`src/rtl/reg_wb_queue_if.sv`:
```
// Write-back bus between the execute/memory stages and reg_wb_queue.
// Handshake: a request transfers on a rising clk edge where valid and ready are both high; ready never depends on valid of the same port.
interface reg_wb_queue_if #(
    parameter int DEPTH = 4,
    parameter int DW    = 32
);
    logic                     alu_valid;
    logic                     alu_ready;
    logic [3:0]               alu_addr;
    logic [DW-1:0]            alu_data;
    logic                     alu_link;
    logic                     mem_valid;
    logic                     mem_ready;
    logic [3:0]               mem_addr;
    logic [DW-1:0]            mem_data;
    logic                     hold;
    logic                     reg_write;
    logic [3:0]               write_addr;
    logic [DW-1:0]            write_data;
    logic                     link;
    logic                     pc_load;
    logic [DW-1:0]            pc_data;
    logic [15:0]              busy_mask;
    logic [$clog2(DEPTH):0]   count;

    modport master (
        output alu_valid, alu_addr, alu_data, alu_link,
        output mem_valid, mem_addr, mem_data, hold,
        input  alu_ready, mem_ready, reg_write, write_addr, write_data,
        input  link, pc_load, pc_data, busy_mask, count
    );

    modport slave (
        input  alu_valid, alu_addr, alu_data, alu_link,
        input  mem_valid, mem_addr, mem_data, hold,
        output alu_ready, mem_ready, reg_write, write_addr, write_data,
        output link, pc_load, pc_data, busy_mask, count
    );
endinterface

```
`src/rtl/reg_wb_queue.sv`:
```
// Register-file write-back queue: ALU and load writes drained one per cycle, r15 diverted to pc_load.
// Define REG_WB_SCOREBOARD_EN to build the per-register pending counters behind busy_mask.
module reg_wb_queue #(
    parameter int DEPTH = 4,
    parameter int DW    = 32
) (
    input  logic           clk,
    input  logic           rst,
    reg_wb_queue_if.slave  bus
);
    localparam int AW = $clog2(DEPTH);
    localparam int CW = AW + 1;

    typedef struct packed {
        logic [3:0]    addr;
        logic [DW-1:0] data;
        logic          link;
    } entry_t;

    entry_t        fifo [DEPTH];
    logic [AW-1:0] wr_ptr;
    logic [AW-1:0] rd_ptr;
    logic [AW-1:0] alu_slot;
    logic [CW-1:0] count_q;
    logic          mem_ready;
    logic          alu_ready;
    logic          mem_acc;
    logic          alu_acc;
    logic          deq;
    entry_t        head;

    logic          reg_write_q;
    logic [3:0]    write_addr_q;
    logic [DW-1:0] write_data_q;
    logic          link_q;
    logic          pc_load_q;
    logic [DW-1:0] pc_data_q;

    // The ALU needs two free slots when a load arrives in the same cycle, since the load goes first.
    always_comb begin
        mem_ready = count_q < CW'(DEPTH);
        alu_ready = (count_q <= CW'(DEPTH - 2)) ||
                    ((count_q == CW'(DEPTH - 1)) && !bus.mem_valid);
        mem_acc   = bus.mem_valid && mem_ready;
        alu_acc   = bus.alu_valid && alu_ready;
        deq       = (count_q != '0) && !bus.hold;
        alu_slot  = mem_acc ? wr_ptr + AW'(1) : wr_ptr;
        head      = fifo[rd_ptr];
    end

    always_ff @(posedge clk) begin
        if (mem_acc) fifo[wr_ptr] <= '{addr: bus.mem_addr, data: bus.mem_data, link: 1'b0};
        if (alu_acc) fifo[alu_slot] <= '{addr: bus.alu_addr, data: bus.alu_data, link: bus.alu_link};
    end

    always_ff @(posedge clk or posedge rst) begin
        if (rst) begin
            wr_ptr  <= '0;
            rd_ptr  <= '0;
            count_q <= '0;
        end else begin
            wr_ptr  <= wr_ptr + AW'(mem_acc) + AW'(alu_acc);
            rd_ptr  <= rd_ptr + AW'(deq);
            count_q <= count_q + CW'(mem_acc) + CW'(alu_acc) - CW'(deq);
        end
    end

    // Address/data outputs hold their last value when idle; r15 writes only touch pc_data.
    always_ff @(posedge clk or posedge rst) begin
        if (rst) begin
            reg_write_q  <= 1'b0;
            write_addr_q <= '0;
            write_data_q <= '0;
            link_q       <= 1'b0;
            pc_load_q    <= 1'b0;
            pc_data_q    <= '0;
        end else begin
            reg_write_q <= deq && (head.addr != 4'd15);
            pc_load_q   <= deq && (head.addr == 4'd15);
            link_q      <= deq && head.link;
            if (deq && head.addr != 4'd15) begin
                write_addr_q <= head.addr;
                write_data_q <= head.data;
            end
            if (deq && head.addr == 4'd15) pc_data_q <= head.data;
        end
    end

`ifdef REG_WB_SCOREBOARD_EN
    localparam int PW = $clog2(DEPTH + 2);

    logic [PW-1:0] pend      [16];
    logic [PW-1:0] pend_next [16];
    logic [3:0]    pres_addr;
    logic [15:0]   busy;

    // A pending write stays counted until its strobe cycle ends, not when it leaves the FIFO.
    always_comb begin
        busy = '0;
        for (int n = 0; n < 16; n++) begin
            pend_next[n] = pend[n]
                + PW'(mem_acc && (bus.mem_addr == 4'(n)))
                + PW'(alu_acc && (bus.alu_addr == 4'(n)))
                - PW'((reg_write_q || pc_load_q) && (pres_addr == 4'(n)));
            busy[n] = pend[n] != '0;
        end
    end

    always_ff @(posedge clk or posedge rst) begin
        if (rst) begin
            pres_addr <= '0;
            for (int n = 0; n < 16; n++) pend[n] <= '0;
        end else begin
            if (deq) pres_addr <= head.addr;
            for (int n = 0; n < 16; n++) pend[n] <= pend_next[n];
        end
    end

    assign bus.busy_mask = busy;
`else
    assign bus.busy_mask = 16'h0000;
`endif

    assign bus.mem_ready  = mem_ready;
    assign bus.alu_ready  = alu_ready;
    assign bus.count      = count_q;
    assign bus.reg_write  = reg_write_q;
    assign bus.write_addr = write_addr_q;
    assign bus.write_data = write_data_q;
    assign bus.link       = link_q;
    assign bus.pc_load    = pc_load_q;
    assign bus.pc_data    = pc_data_q;
endmodule

```
`src/flat_wrapper.sv`:
```
// flat-port wrapper written by rule: the top's interface ports become plain ports
module reg_wb_queue_flat 
#(
    parameter int DEPTH = 4,
    parameter int DW    = 32
)
  (clk, rst, bus_alu_valid, bus_alu_addr, bus_alu_data, bus_alu_link, bus_mem_valid, bus_mem_addr, bus_mem_data, bus_hold, bus_alu_ready, bus_mem_ready, bus_reg_write, bus_write_addr, bus_write_data, bus_link, bus_pc_load, bus_pc_data, bus_busy_mask, bus_count);
  reg_wb_queue_if #(.DEPTH(DEPTH), .DW(DW)) bus_i ();
  input  logic clk;
  input  logic rst;
  input wire logic [$bits(bus_i.alu_valid)-1:0] bus_alu_valid;
  input wire logic [$bits(bus_i.alu_addr)-1:0] bus_alu_addr;
  input wire logic [$bits(bus_i.alu_data)-1:0] bus_alu_data;
  input wire logic [$bits(bus_i.alu_link)-1:0] bus_alu_link;
  input wire logic [$bits(bus_i.mem_valid)-1:0] bus_mem_valid;
  input wire logic [$bits(bus_i.mem_addr)-1:0] bus_mem_addr;
  input wire logic [$bits(bus_i.mem_data)-1:0] bus_mem_data;
  input wire logic [$bits(bus_i.hold)-1:0] bus_hold;
  output wire logic [$bits(bus_i.alu_ready)-1:0] bus_alu_ready;
  output wire logic [$bits(bus_i.mem_ready)-1:0] bus_mem_ready;
  output wire logic [$bits(bus_i.reg_write)-1:0] bus_reg_write;
  output wire logic [$bits(bus_i.write_addr)-1:0] bus_write_addr;
  output wire logic [$bits(bus_i.write_data)-1:0] bus_write_data;
  output wire logic [$bits(bus_i.link)-1:0] bus_link;
  output wire logic [$bits(bus_i.pc_load)-1:0] bus_pc_load;
  output wire logic [$bits(bus_i.pc_data)-1:0] bus_pc_data;
  output wire logic [$bits(bus_i.busy_mask)-1:0] bus_busy_mask;
  output wire logic [$bits(bus_i.count)-1:0] bus_count;
  assign bus_i.alu_valid = bus_alu_valid;
  assign bus_i.alu_addr = bus_alu_addr;
  assign bus_i.alu_data = bus_alu_data;
  assign bus_i.alu_link = bus_alu_link;
  assign bus_i.mem_valid = bus_mem_valid;
  assign bus_i.mem_addr = bus_mem_addr;
  assign bus_i.mem_data = bus_mem_data;
  assign bus_i.hold = bus_hold;
  assign bus_alu_ready = bus_i.alu_ready;
  assign bus_mem_ready = bus_i.mem_ready;
  assign bus_reg_write = bus_i.reg_write;
  assign bus_write_addr = bus_i.write_addr;
  assign bus_write_data = bus_i.write_data;
  assign bus_link = bus_i.link;
  assign bus_pc_load = bus_i.pc_load;
  assign bus_pc_data = bus_i.pc_data;
  assign bus_busy_mask = bus_i.busy_mask;
  assign bus_count = bus_i.count;
  reg_wb_queue #(.DEPTH(DEPTH), .DW(DW)) u_core (.clk(clk), .rst(rst), .bus(bus_i));
endmodule
```
`config.mk`:
```
export PLATFORM = sky130hd
export DESIGN_NAME = reg_wb_queue_flat
export DESIGN_NICKNAME = d
export VERILOG_FILES = /design/src/rtl/reg_wb_queue_if.sv /design/src/rtl/reg_wb_queue.sv /design/src/flat_wrapper.sv
export SDC_FILE = /design/constraint.sdc
export NUM_CORES = 1
export LEC_CHECK = 0
export BUFFER_PORTS_ARGS = -buffer_cell sky130_fd_sc_hd__clkbuf_2
export CORE_MARGIN = 2
export CORE_UTILIZATION = 30
export CTS_CLUSTER_DIAMETER = 30
export CTS_CLUSTER_SIZE = 28
export DETAILED_ROUTE_END_ITERATION = 6
export GPL_TIMING_DRIVEN = 0
export REMOVE_ABC_BUFFERS = 1
export SKIP_CTS_REPAIR_TIMING = 1
export SLEW_MARGIN = 25
export SYNTH_ARGS = -nofsm -noshare
export SYNTH_HDL_FRONTEND = slang
export SYNTH_SLANG_ARGS = --single-unit
```
`constraint.sdc`:
```
create_clock -name clk -period 3.2 [get_ports clk]
set_input_delay 0.48 -clock clk [delete_from_list [all_inputs] [get_ports clk]]
set_output_delay 0.48 -clock clk [all_outputs]
set_load 0.05 [all_outputs]
```
==> summary.md <==
| Metric | Value |
|---|---|
| Synth Register Bits | `226` |
| CP startpoint kind | `flip-flop` |
| Layout cells sized above 1 | `63.1%` |
| FF/Latch Area | `6400 sq um` |
| Final core utilization | `40.8%` |
| Seq pwr share | `29.0%` |
| DR WL/cell | `19.5 um` |
| Tcrit/Tclk final | `93.9%` |
| Total clock sinks | `226` |
| Crit-path leading delay family | `compound AO/OA/AOI/OAI gates` |
| Number of synthesized flops with an enable pin | `148` |
| Vias | `5,838` |
| Post-route ant nets | `0` |
| Site Rows | `68` |
| Largest net degree at the start of global routing | `42` |
| Cell area after synthesis | `10,500 sq um` |
| Final setup TNS | `0 ns` |
| Worst Setup Path Type | `reg2out` |
| Drt total wl | `25,100 um` |
| Gr busiest metal | `met2` |
| Met1 usage | `16.6%` |
| Hold slack final | `0.256 ns` |
| Most used DFF post-synth | `edfxtp_1` |
| Cell Count Post-Placement | `1,178` |
| Worst relative slew slack | `35.7%` |
| Fin crit period | `3.00 ns` |
| P_sw | `6.01 mW` |
| Area of the core | `34,500 sq um` |
| # diodes | `0` |
| Gr usage total | `13.9%` |
| Status | `complete, no violations` |
| Syn Area/Cell | `18.0 sq um` |
| HPWL Detailed | `16,500 um` |
| Final hold violation count | `0` |
| Die height | `191 um` |
| Critical Path RT | `2.72 ns` |
| Unrepaired setup endpoints after global routing | `false` |
| Port buffer count | `153` |
| Root Driver | `clkbuf_16` |
| Initial antenna violation count | `0` |
| Syn Inst Count | `587` |
| First-pass GRT wire length | `37,700 um` |
| Clock power share | `35.0%` |
| Nets | `871` |
| Sw frac | `35.4%` |
| TritonCTS clock tree | `yes` |
| Buf+Inv Stages, Crit Path | `1` |
| Yosys warning count | `0` |
| Critical-path cell list | `ha_1, a21oi_1, or2_2, clkbuf_2` |
| Int Power | `11.0 mW` |
| Final Max Slew Viols | `0` |
| Post-synth ARST share | `34.5%` |
| Chip width | `191 um` |
| M2 GR Usage | `23.5%` |
| Total CTS buffers | `57` |
| Layout Cells excl Fill | `1,287` |
| Grt ovf | `0` |
| Comb pwr share | `36.1%` |
| Critical path's largest stage delay | `0.74 ns` |
| Met3 Use GR | `3.75%` |
| Sequential element share of the synthesized area | `60.7%` |
| Worst Setup End Kind | `output pin` |
| Initial Util | `30.5%` |
| FILL cells | `3,203` |
| Via density | `4.54` |
| PD cells | `1210 nW/um^2` |
| Setup Skew | `0.0162 ns` |
| Area Growth Syn to Fin | `33.7%` |
| CP Max Fanout | `5` |
| Area of the multi-input gates | `3860 sq um` |
| Final setup violation count | `0` |
| Clock Latency Late Sink | `0.57 ns` |
| Clock Tree Buf Depth | `3` |
| Fmax | `333 MHz` |
| Routability Congestion | `0.706` |
| Distinct cell type count after synthesis | `34` |
| P_leak | `5.65 nW` |
| Worst Hold Class | `in2reg` |
| Maxcap violations | `0` |
| Vias in the first global route | `6,290` |
| DRC | `0` |
| Top Ports | `170` |
| Critical Path Slowest Stage Cell | `a21oi_1` |
| H-tree levels | `2` |
| Clock transition at path regs | `0.05 ns` |
| Worst vdd ir | `0.000526 V` |
| Die area | `36,600 sq um` |
| First-pass DRT Iterations | `4` |
| 1st-iter DRT viols | `151` |
| WP data arrival | `2.52 ns` |
| Worst-Margin Slew | `0.964 ns` |
## cells in the mapped netlist (all sizes together) (4+ instances only)
cell      n  area share [%]
mux2    209              23
mux4     37             7.9
nor3      7            0.33
o221ai    4            0.33
edfxtp  148              42
inv      12            0.43
dfrtp    78              19
buf      46             3.7
nand2     9            0.32
ha        7            0.83
nor2      5            0.20
## path summary, 6_finish.rpt
kind | start | end | slack [ns] | cells after the start
max in group asynchronous | rst | u_core.bus.pc_data[16] | 2.14 | 4
worst max register to register | u_core.bus.count[1] | u_core.fifo[2][1] | 0.21 | 6
min in group asynchronous | rst | u_core.bus.pc_data[24] | 0.49 | 3
worst min register to register | u_core.bus.write_addr[1] | u_core.bus.write_addr[1] | 0.48 | 1
worst min-delay path | bus_mem_addr[1] | u_core.fifo[2][34] | 0.26 | 2
worst max-delay path | u_core.bus.count[1] | bus_alu_ready | 0.20 | 4
## cell usage in the layout, fill, tap and decap left out, types with 3 or more instances in the layout
cell / instances
buf_12: 5
buf_16: 11
bufinv_16: 10
clkbuf_1: 11
clkbuf_16: 59
clkbuf_2: 153
clkbuf_8: 4
clkinv_1: 5
clkinv_2: 10
clkinvlp_4: 6
conb_1: 16
dfrtp_1: 76
edfxtp_1: 148
fa_1: 3
ha_1: 7
inv_1: 10
mux2_2: 183
mux2_4: 26
mux4_2: 37
nand2_1: 5
nand2_4: 4
nor2_1: 4
nor3_1: 7
o221ai_4: 4
o22a_1: 3
xor2_1: 3
## final cells by class
class | instances | area share (%)
clock buffers | 74 | 11.2
clock inverters | 34 | 3.13
inverters | 12 | 0.355
multi-input cells | 315 | 27.4
flip-flops and latches | 226 | 45.4
well taps | 455 | 4.04
repair buffers | 171 | 8.47
## metal layers
metal,part of all wire [%],wire length (um)
met3,5.2,1300
met2,51,12700
met4,2.3,567
met5,0,0
met1,42,10500
## registers in the layout, summed over array words and instances, names as in the netlist
signal,cells
u_core.bus.write_addr,4
u_core.fifo,148
u_core.rd_ptr,2
u_core.bus.pc_load,1
u_core.bus.reg_write,1
u_core.wr_ptr,2
u_core.bus.count,3
u_core.bus.write_data,32
u_core.bus.pc_data,32
u_core.bus.link,1
## metrics by stage
stage | total power, mW | setup WS, ns | cell area, sq um
after detailed placement | 11.2 | 0.0542 | 12100
after global placement | 10.9 | -6.52 | 11500
after CTS | 17.3 | 0.133 | 14100
after global routing | 17.8 | 0.0243 | 14100
final | 17.0 | 0.195 | 14100
after floorplan | 9.24 | -2.23 | 10200
## cell families (layout without fill, tap and decap cells)
kind of cell / count (synthesis) / count (layout) / share of synthesized area [%]
and+or+nand+nor: 32 / 32 / 1.61
buffers and inverters: 61 / 291 / 4.21
AOI/OAI and AO/OA: 8 / 8 / 0.629
other: 1 / 16 / 0.0356
adders and majority gates: 10 / 10 / 1.40
muxes: 246 / 246 / 31.2
xor gates and xnor gates: 3 / 3 / 0.249
DFF: 226 / 226 / 60.7
## power groups by stage
| stage | Combinational, mW | Clock (mW) | Sequential [mW] |
|---|---|---|---|
| finish | 6.13 | 5.94 | 4.92 |
| global route | 6.49 | 6.22 | 5.05 |
| CTS | 6.25 | 6.06 | 4.95 |
| detailed placement | 6.23 | 0 | 4.99 |
| global placement | 5.77 | 0 | 5.15 |
| floorplan | 2.70 | 0 | 6.54 |
(Power assumes the default switching activity.)
